$ cat config.mk
export PLATFORM = sky130hd
export DESIGN_NAME = trig_coincidence_ctrl_flat
export DESIGN_NICKNAME = d
export VERILOG_FILES = /design/src/rtl/trig_ctrl_pkg.sv /design/src/rtl/trig_coincidence_ctrl_if.sv /design/src/rtl/trig_popcount.sv /design/src/rtl/trig_coincidence_ctrl.sv /design/src/flat_wrapper.sv
export SDC_FILE = /design/constraint.sdc
export NUM_CORES = 1
export LEC_CHECK = 0
export ABC_AREA = 1
export CELL_PAD_IN_SITES_DETAIL_PLACEMENT = 0
export CELL_PAD_IN_SITES_GLOBAL_PLACEMENT = 2
export CORE_MARGIN = 2
export CORE_UTILIZATION = 32
export DETAILED_ROUTE_END_ITERATION = 8
export GPL_TIMING_DRIVEN = 0
export PLACE_DENSITY = 0.86
export SYNTH_ARGS = -nofsm -noshare
export SYNTH_HDL_FRONTEND = slang
export SYNTH_SLANG_ARGS = --single-unit
$ cat constraint.sdc
create_clock -name clk -period 3.1 [get_ports clk]
set_input_delay 0.31 -clock clk [delete_from_list [all_inputs] [get_ports clk]]
set_output_delay 0.31 -clock clk [all_outputs]
set_load 0.02 [all_outputs]
$ cat src/rtl/trig_ctrl_pkg.sv
// trig_ctrl_pkg: shared state codes, default widths and multiplicity-width helper
//   no ports; imported by the interface, the popcount and the controller
package trig_ctrl_pkg;
   typedef logic [2:0] state_t;
   localparam state_t ST_IDLE    = 3'd0;
   localparam state_t ST_WINDOW  = 3'd1;
   localparam state_t ST_EVAL    = 3'd2;
   localparam state_t ST_FIRE    = 3'd3;
   localparam state_t ST_HOLDOFF = 3'd4;
   localparam int NCH_D = 4;
   localparam int WW_D  = 8;
   localparam int HW_D  = 16;
   localparam int PW_D  = 8;
   localparam int CW_D  = 16;
   function automatic int mult_w(input int n);
      return $clog2(n + 1);
   endfunction
endpackage

$ cat src/rtl/trig_coincidence_ctrl_if.sv
// trig_coincidence_ctrl_if: hit/config inputs and trigger outputs of the coincidence controller
//   master: drives arm, pulse_in, enable_mask, window_len, min_mult, prescale, holdoff_len
//   slave : drives trig_out, trig_pattern, trig_count, busy
interface trig_coincidence_ctrl_if
   import trig_ctrl_pkg::*;
#(
   parameter int NCH = NCH_D,
   parameter int WW  = WW_D,
   parameter int HW  = HW_D,
   parameter int PW  = PW_D,
   parameter int CW  = CW_D,
   parameter int MW  = mult_w(NCH)
);
   logic           arm;
   logic [NCH-1:0] pulse_in;
   logic [NCH-1:0] enable_mask;
   logic [WW-1:0]  window_len;
   logic [MW-1:0]  min_mult;
   logic [PW-1:0]  prescale;
   logic [HW-1:0]  holdoff_len;
   logic           trig_out;
   logic [NCH-1:0] trig_pattern;
   logic [CW-1:0]  trig_count;
   logic           busy;
   modport master (
      output arm, pulse_in, enable_mask, window_len, min_mult, prescale, holdoff_len,
      input  trig_out, trig_pattern, trig_count, busy
   );
   modport slave (
      input  arm, pulse_in, enable_mask, window_len, min_mult, prescale, holdoff_len,
      output trig_out, trig_pattern, trig_count, busy
   );
endinterface

$ cat src/rtl/trig_popcount.sv
// trig_popcount: combinational population count of an NCH-bit vector
//   vec: input bits; cnt: number of ones
module trig_popcount
   import trig_ctrl_pkg::*;
#(
   parameter int NCH = NCH_D,
   parameter int MW  = mult_w(NCH)
) (
   input  logic [NCH-1:0] vec,
   output logic [MW-1:0]  cnt
);
   always_comb begin
      cnt = '0;
      for (int i = 0; i < NCH; i++) cnt = cnt + MW'(vec[i]);
   end
endmodule

$ cat src/rtl/trig_coincidence_ctrl.sv
// trig_coincidence_ctrl: coincidence window, multiplicity check, prescaler, trigger and holdoff sequencing
//   clk, reset (async, active-high); bus: slave side of trig_coincidence_ctrl_if
module trig_coincidence_ctrl
   import trig_ctrl_pkg::*;
#(
   parameter int NCH = NCH_D,
   parameter int WW  = WW_D,
   parameter int HW  = HW_D,
   parameter int PW  = PW_D,
   parameter int CW  = CW_D,
   parameter int MW  = mult_w(NCH)
) (
   input logic                    clk,
   input logic                    reset,
   trig_coincidence_ctrl_if.slave bus
);
   state_t         state, nxt_state;
   logic [NCH-1:0] hit, hit_reg, nxt_hit_reg, nxt_pattern;
   logic [WW-1:0]  win_cnt, nxt_win_cnt, win_sh, nxt_win_sh, eff_win;
   logic [WW:0]    win_inc;
   logic [MW-1:0]  min_sh, nxt_min_sh, eff_min, mult;
   logic [PW-1:0]  presc_cnt, nxt_presc_cnt, presc_sh, nxt_presc_sh;
   logic [HW-1:0]  hold_cnt, nxt_hold_cnt, hold_sh, nxt_hold_sh;
   logic [CW-1:0]  nxt_count;
   logic           nxt_trig;

   assign hit     = bus.pulse_in & bus.enable_mask;
   assign eff_win = (win_sh == '0) ? WW'(1) : win_sh;
   assign eff_min = (min_sh == '0) ? MW'(1) : min_sh;
   // one bit wider so a window of all-ones length cannot wrap before the compare
   assign win_inc = {1'b0, win_cnt} + (WW+1)'(1);

   trig_popcount #(.NCH(NCH), .MW(MW)) u_pop (.vec(hit_reg), .cnt(mult));

   always_comb begin
      nxt_state     = state;
      nxt_hit_reg   = hit_reg;
      nxt_win_cnt   = win_cnt;
      nxt_presc_cnt = presc_cnt;
      nxt_hold_cnt  = hold_cnt;
      nxt_win_sh    = win_sh;
      nxt_min_sh    = min_sh;
      nxt_presc_sh  = presc_sh;
      nxt_hold_sh   = hold_sh;
      nxt_trig      = 1'b0;
      nxt_pattern   = bus.trig_pattern;
      nxt_count     = bus.trig_count;
      if (!bus.arm && state != ST_IDLE) begin
         nxt_state   = ST_IDLE;
         nxt_hit_reg = '0;
      end else begin
         case (state)
            ST_IDLE: if (bus.arm && hit != '0) begin
               nxt_hit_reg  = hit;
               nxt_win_cnt  = WW'(1);
               nxt_win_sh   = bus.window_len;
               nxt_min_sh   = bus.min_mult;
               nxt_presc_sh = bus.prescale;
               nxt_hold_sh  = bus.holdoff_len;
               nxt_state    = (bus.window_len <= WW'(1)) ? ST_EVAL : ST_WINDOW;
            end
            ST_WINDOW: begin
               nxt_hit_reg = hit_reg | hit;
               nxt_win_cnt = win_inc[WW-1:0];
               nxt_state   = (win_inc == {1'b0, eff_win}) ? ST_EVAL : ST_WINDOW;
            end
            ST_EVAL: begin
               nxt_state = ST_IDLE;
               if (mult >= eff_min && presc_cnt == presc_sh) begin
                  nxt_presc_cnt = '0;
                  nxt_trig      = 1'b1;
                  nxt_pattern   = hit_reg;
                  nxt_count     = (&bus.trig_count) ? bus.trig_count : bus.trig_count + CW'(1);
                  nxt_state     = ST_FIRE;
               end else if (mult >= eff_min) nxt_presc_cnt = presc_cnt + PW'(1);
            end
            ST_FIRE: begin
               nxt_hold_cnt = hold_sh;
               nxt_state    = (hold_sh == '0) ? ST_IDLE : ST_HOLDOFF;
            end
            ST_HOLDOFF: begin
               nxt_hold_cnt = hold_cnt - HW'(1);
               nxt_state    = (hold_cnt == HW'(1)) ? ST_IDLE : ST_HOLDOFF;
            end
            default: nxt_state = ST_IDLE;
         endcase
      end
   end

   always_ff @(posedge clk or posedge reset) begin
      if (reset) begin
         state            <= ST_IDLE;
         hit_reg          <= '0;
         win_cnt          <= '0;
         presc_cnt        <= '0;
         hold_cnt         <= '0;
         win_sh           <= '0;
         min_sh           <= '0;
         presc_sh         <= '0;
         hold_sh          <= '0;
         bus.trig_out     <= 1'b0;
         bus.trig_pattern <= '0;
         bus.trig_count   <= '0;
         bus.busy         <= 1'b0;
      end else begin
         state            <= nxt_state;
         hit_reg          <= nxt_hit_reg;
         win_cnt          <= nxt_win_cnt;
         presc_cnt        <= nxt_presc_cnt;
         hold_cnt         <= nxt_hold_cnt;
         win_sh           <= nxt_win_sh;
         min_sh           <= nxt_min_sh;
         presc_sh         <= nxt_presc_sh;
         hold_sh          <= nxt_hold_sh;
         bus.trig_out     <= nxt_trig;
         bus.trig_pattern <= nxt_pattern;
         bus.trig_count   <= nxt_count;
         bus.busy         <= (nxt_state != ST_IDLE);
      end
   end
endmodule

$ cat src/flat_wrapper.sv
// flat-port wrapper written by rule: the top's interface ports become plain ports
module trig_coincidence_ctrl_flat import trig_ctrl_pkg::*;
#(
   parameter int NCH = NCH_D,
   parameter int WW  = WW_D,
   parameter int HW  = HW_D,
   parameter int PW  = PW_D,
   parameter int CW  = CW_D,
   parameter int MW  = mult_w(NCH)
)
  (clk, reset, bus_arm, bus_pulse_in, bus_enable_mask, bus_window_len, bus_min_mult, bus_prescale, bus_holdoff_len, bus_trig_out, bus_trig_pattern, bus_trig_count, bus_busy);
  trig_coincidence_ctrl_if #(.NCH(NCH), .WW(WW), .HW(HW), .PW(PW), .CW(CW), .MW(MW)) bus_i ();
  input logic clk;
  input logic reset;
  input wire logic [$bits(bus_i.arm)-1:0] bus_arm;
  input wire logic [$bits(bus_i.pulse_in)-1:0] bus_pulse_in;
  input wire logic [$bits(bus_i.enable_mask)-1:0] bus_enable_mask;
  input wire logic [$bits(bus_i.window_len)-1:0] bus_window_len;
  input wire logic [$bits(bus_i.min_mult)-1:0] bus_min_mult;
  input wire logic [$bits(bus_i.prescale)-1:0] bus_prescale;
  input wire logic [$bits(bus_i.holdoff_len)-1:0] bus_holdoff_len;
  output wire logic [$bits(bus_i.trig_out)-1:0] bus_trig_out;
  output wire logic [$bits(bus_i.trig_pattern)-1:0] bus_trig_pattern;
  output wire logic [$bits(bus_i.trig_count)-1:0] bus_trig_count;
  output wire logic [$bits(bus_i.busy)-1:0] bus_busy;
  assign bus_i.arm = bus_arm;
  assign bus_i.pulse_in = bus_pulse_in;
  assign bus_i.enable_mask = bus_enable_mask;
  assign bus_i.window_len = bus_window_len;
  assign bus_i.min_mult = bus_min_mult;
  assign bus_i.prescale = bus_prescale;
  assign bus_i.holdoff_len = bus_holdoff_len;
  assign bus_trig_out = bus_i.trig_out;
  assign bus_trig_pattern = bus_i.trig_pattern;
  assign bus_trig_count = bus_i.trig_count;
  assign bus_busy = bus_i.busy;
  trig_coincidence_ctrl #(.NCH(NCH), .WW(WW), .HW(HW), .PW(PW), .CW(CW), .MW(MW)) u_core (.clk(clk), .reset(reset), .bus(bus_i));
endmodule
==> results of run 1 <==
==> power by group <==
group | total [mW] | leakage, nW | switching [mW] | internal, mW
Combinational | 1.85 | 1.66 | 1.12 | 0.732
Sequential | 1.96 | 1.20 | 0.296 | 1.67
Clock | 1.24 | 0.157 | 0.509 | 0.733
==> through the flow <==
stage | cells | hold slack, ps
final | 988 | 309
after global routing | 988 | 330
after CTS | 981 | 317
after detailed placement | 965 | 481
after global placement | 964 | 473
after floorplan | 681 | 427
==> metal layers <==
layer / up-vias / GRT usage [%] / routed length, µm
met5: - / 0 / 0
met4: 0 / 3.88 / 186
met3: 13 / 3.96 / 512
met2: 74 / 26.0 / 6340
met1: 2221 / 23.2 / 6840
li1: 2356 / - / -
==> synth_stat cells (all sizes together) <==
library cell	count	area, µm²
fa	1	20.0
nand4	10	62.6
a22o	1	8.76
nand3	46	240
clkbuf	7	26.3
dfrtp	96	2400
xor2	15	131
buf	6	41.3
o211ai	2	20.0
ha	10	125
o22ai	6	37.5
nor2	57	267
a32oi	1	8.76
a31oi	1	6.26
nor4	3	18.8
a21oi	17	85.1
nor3b	3	22.5
o32ai	5	43.8
a22oi	2	15.0
inv	107	402
clkinv	1	3.75
mux2	1	11.3
a31o	1	8.76
nand2	187	724
o21ai	67	335
xnor2	13	114
nor3	15	85.1
==> repair_timing <==
action / in CTS / in global routing
endpoints found under the hold margin: 0 / 0
pin swaps: 1 / 7
setup endpoints to repair: 1 / 9
setup buffers: 0 / 7
gates resized for setup: 0 / 1
==> critical path: cells and delay by family (launching register included) <==
family	cells	cell delay (ps)
compound gates	1	220
xor+xnor	1	190
fa+ha+maj	4	1260
buf+inv	2	120
flops	1	320
simple gates	6	750
==> logic make-up (layout without fill, tap and decap cells) <==
kind of cell,Yosys count,in the layout
fa+ha+maj,11,11
compound gates,103,103
xor+xnor,28,28
flops,96,96
buf+inv,121,212
simple gates,321,321
mux,1,1
==> worst max path at each step <==
stage                                       start                                     to  slack, ps  cells past startpoint
floorplan                                   reset              u_core.bus.busy$_DFF_PP0_        280                      1
global placement                            reset         u_core.presc_sh[7]$_DFFE_PP0P_      -1360                      2
detailed placement  u_core.hit_reg[0]$_DFFE_PP0P_   u_core.bus.trig_count[9]$_DFFE_PP0P_        -10                     14
CTS                 u_core.hit_reg[0]$_DFFE_PP0P_   u_core.bus.trig_count[9]$_DFFE_PP0P_          3                     14
global route        u_core.hit_reg[0]$_DFFE_PP0P_  u_core.bus.trig_count[14]$_DFFE_PP0P_          7                     13
finish              u_core.hit_reg[0]$_DFFE_PP0P_   u_core.bus.trig_count[9]$_DFFE_PP0P_        150                     14
==> cell type report <==
class	instances	area (µm²)	share of cell area, %
Sequential cell	96	2400	36.3
Multi-Input combinational cell	464	2390	36.1
Timing Repair Buffer	75	751	11.3
Inverter	108	410	6.20
Tap cell	216	270	4.08
Clock buffer	10	239	3.61
Clock inverter	6	91.3	1.38
Buffer	13	67.6	1.02
==> placed cells by master (no fill, tap or decap), types with 5 or more instances in the layout <==
cell type / Yosys / routed
xor2_1: 15 / 15
inv_1: 88 / 87
nand2_1: 182 / 182
o32ai_1: 5 / 5
xnor2_1: 13 / 13
inv_2: 19 / 18
dfrtp_1: 96 / 96
nand4_1: 10 / 10
clkdlybuf4s50_1: 0 / 67
buf_4: 2 / 9
clkbuf_16: 0 / 9
nor2_4: 6 / 6
nand3_1: 44 / 44
o21ai_0: 39 / 39
o22ai_1: 6 / 6
clkbuf_1: 7 / 7
nor3_1: 13 / 13
o21ai_1: 28 / 28
nor2_1: 48 / 48
ha_1: 10 / 10
a21oi_1: 17 / 17
==> results.md, run 1 <==
* Post-place setup slack at -11.7 ps
* TNS Setup at 0 ps
* CP max stage delay at 530 ps
* Area grow syn2layout at 25.8%
* Layout Utilization at 41.4%
* Hold Buf Count CTS at 0
* Worst R2R End: u_core.bus.trig_count[9]$_DFFE_PP0P_
* Vias at 4664
* Width of the die at 132 µm
* Post-DR wirelength/cell at 14.0 µm
* Num CTS Buffers at 9
* Ant. Diodes at 0
* Die area at 17500 µm²
* Fmax at 339 MHz
* CTS tree: built
* Core Region at 16000 µm²
* Synth cell types at 38
* Worst Max-Slew Pin Slew at 691 ps
* Post-DP HPWL at 10400 µm
* Antenna viol nets, final at 0
* Biggest regs: u_core.bus.trig_count (16), u_core.hold_cnt (16), u_core.hold_sh (16)
* Post-route cell area at 6620 µm²
* Gr usage total at 16.5%
* Root Buffer: clkbuf_16
* LEAKAGE at 3.02 nW
* Yosys warning count at 0
* Chip height at 132 µm
* # H-tree levels at 3
* Worst EP arrival at 3220 ps
* Origin of the critical flop-to-flop path: u_core.hit_reg[0]$_DFFE_PP0P_
* Synth Cell Area at 5270 µm²
* Clock sink count at 96
* Grt total ovfl at 0
* Worst reg2reg setup slack at 150 ps
* Port bufs at 67
* Cell Pwr Density at 763 nW/µm²
* Slowest stage cell, crit path: fa_1
* Adder-Cell Fraction of Synth Area at 2.76%
* Critical path, cell by cell: inv_1 -> fa_1 -> inv_1 -> ha_1 -> ha_1 -> ha_1 -> nand2_1 -> o211ai_2 -> nand2_2 -> nor2_4 -> nand2_4 -> nor2_4 -> nand2_1 -> xnor2_1
* Status: finished, final reports clean
* Bufs on Longest Clock Path at 2
* DRT iter0 DRCs at 309
* Clk Latency, worst-skew pair at 350 ps
* TritonRoute pass-1 iters at 4
* Worst Setup Path Type: reg -> reg
* Max-slew headroom at 53.9%
* Max IR drop VDD at 0.000316 V
* Post-Synth XOR/XNOR Area at 4.66%
* CP Launch Type: flop
* Top cell by count, worst path: ha_1
* Final period utilization at 95.1%
* Crit end category: flop
* Avg Cell Area, Syn at 7.73 µm²
* # rows at 46
* Hold WC Path Type: in -> async
* Post-layout net count at 824
* CP Max Fanout at 4
* Worst setup margin at 152 ps
* Synthesized instance count at 681
* Compound-Gate Fraction of Synth Area at 10.8%
* Vias in the first global route at 4616
* Final setup viols at 0
* Overall Power at 5.05 mW
* GP Congestion at 0.843
* Multiplexer share of the synthesized area at 0.214%
* Post-route DRC at 0
* Syn_nets at 738
* Drt via density at 4.72
* Worst r2r path cells at 14
* Largest net degree at the start of global routing at 68
* Filler instances at 1653
* Initial Util at 32.9%
* Max-slew violations at 0
* Share of cells above drive strength 1 at 9.07%
* Final Hold Fails at 0
* I/O pin cnt at 68
* Seq/Total Area, Yosys at 45.6%
* Largest family of logic cells by synthesized area: simple AND/OR/NAND/NOR gates
* Clock-pin slew on the worst setup and hold paths at 70 ps
* Max-Cap Viols at 0
* Period minus WS final at 2950 ps
* Unrepaired setup endpoints after global routing: no
* Area after DPL at 6240 µm²
* FF+latch count, synth at 96
* Critical path required time at 3370 ps
* Drt total wl at 13900 µm
* Simple-gate area share of the yosys netlist at 27.0%
* Clock Skew at 6.52 ps
* First-pass GRT wire length at 23400 µm
* Antenna violations before repair at 0
Note: power is estimated with default switching activity, not from simulation.
==> inputs of run 2 (changes only) <==
==> constraint.sdc (replaced) <==
create_clock -name clk -period 3.1 [get_ports clk]
set_input_delay 0.31 -clock clk [delete_from_list [all_inputs] [get_ports clk]]
set_output_delay 0.31 -clock clk [all_outputs]
set_load 0.05 [all_outputs]
==> results of run 2 <==
The final DEF is identical to that of run 1. Status: finished, final reports clean.
Main changes from that run: total power 5.05 mW -> 5.07 mW
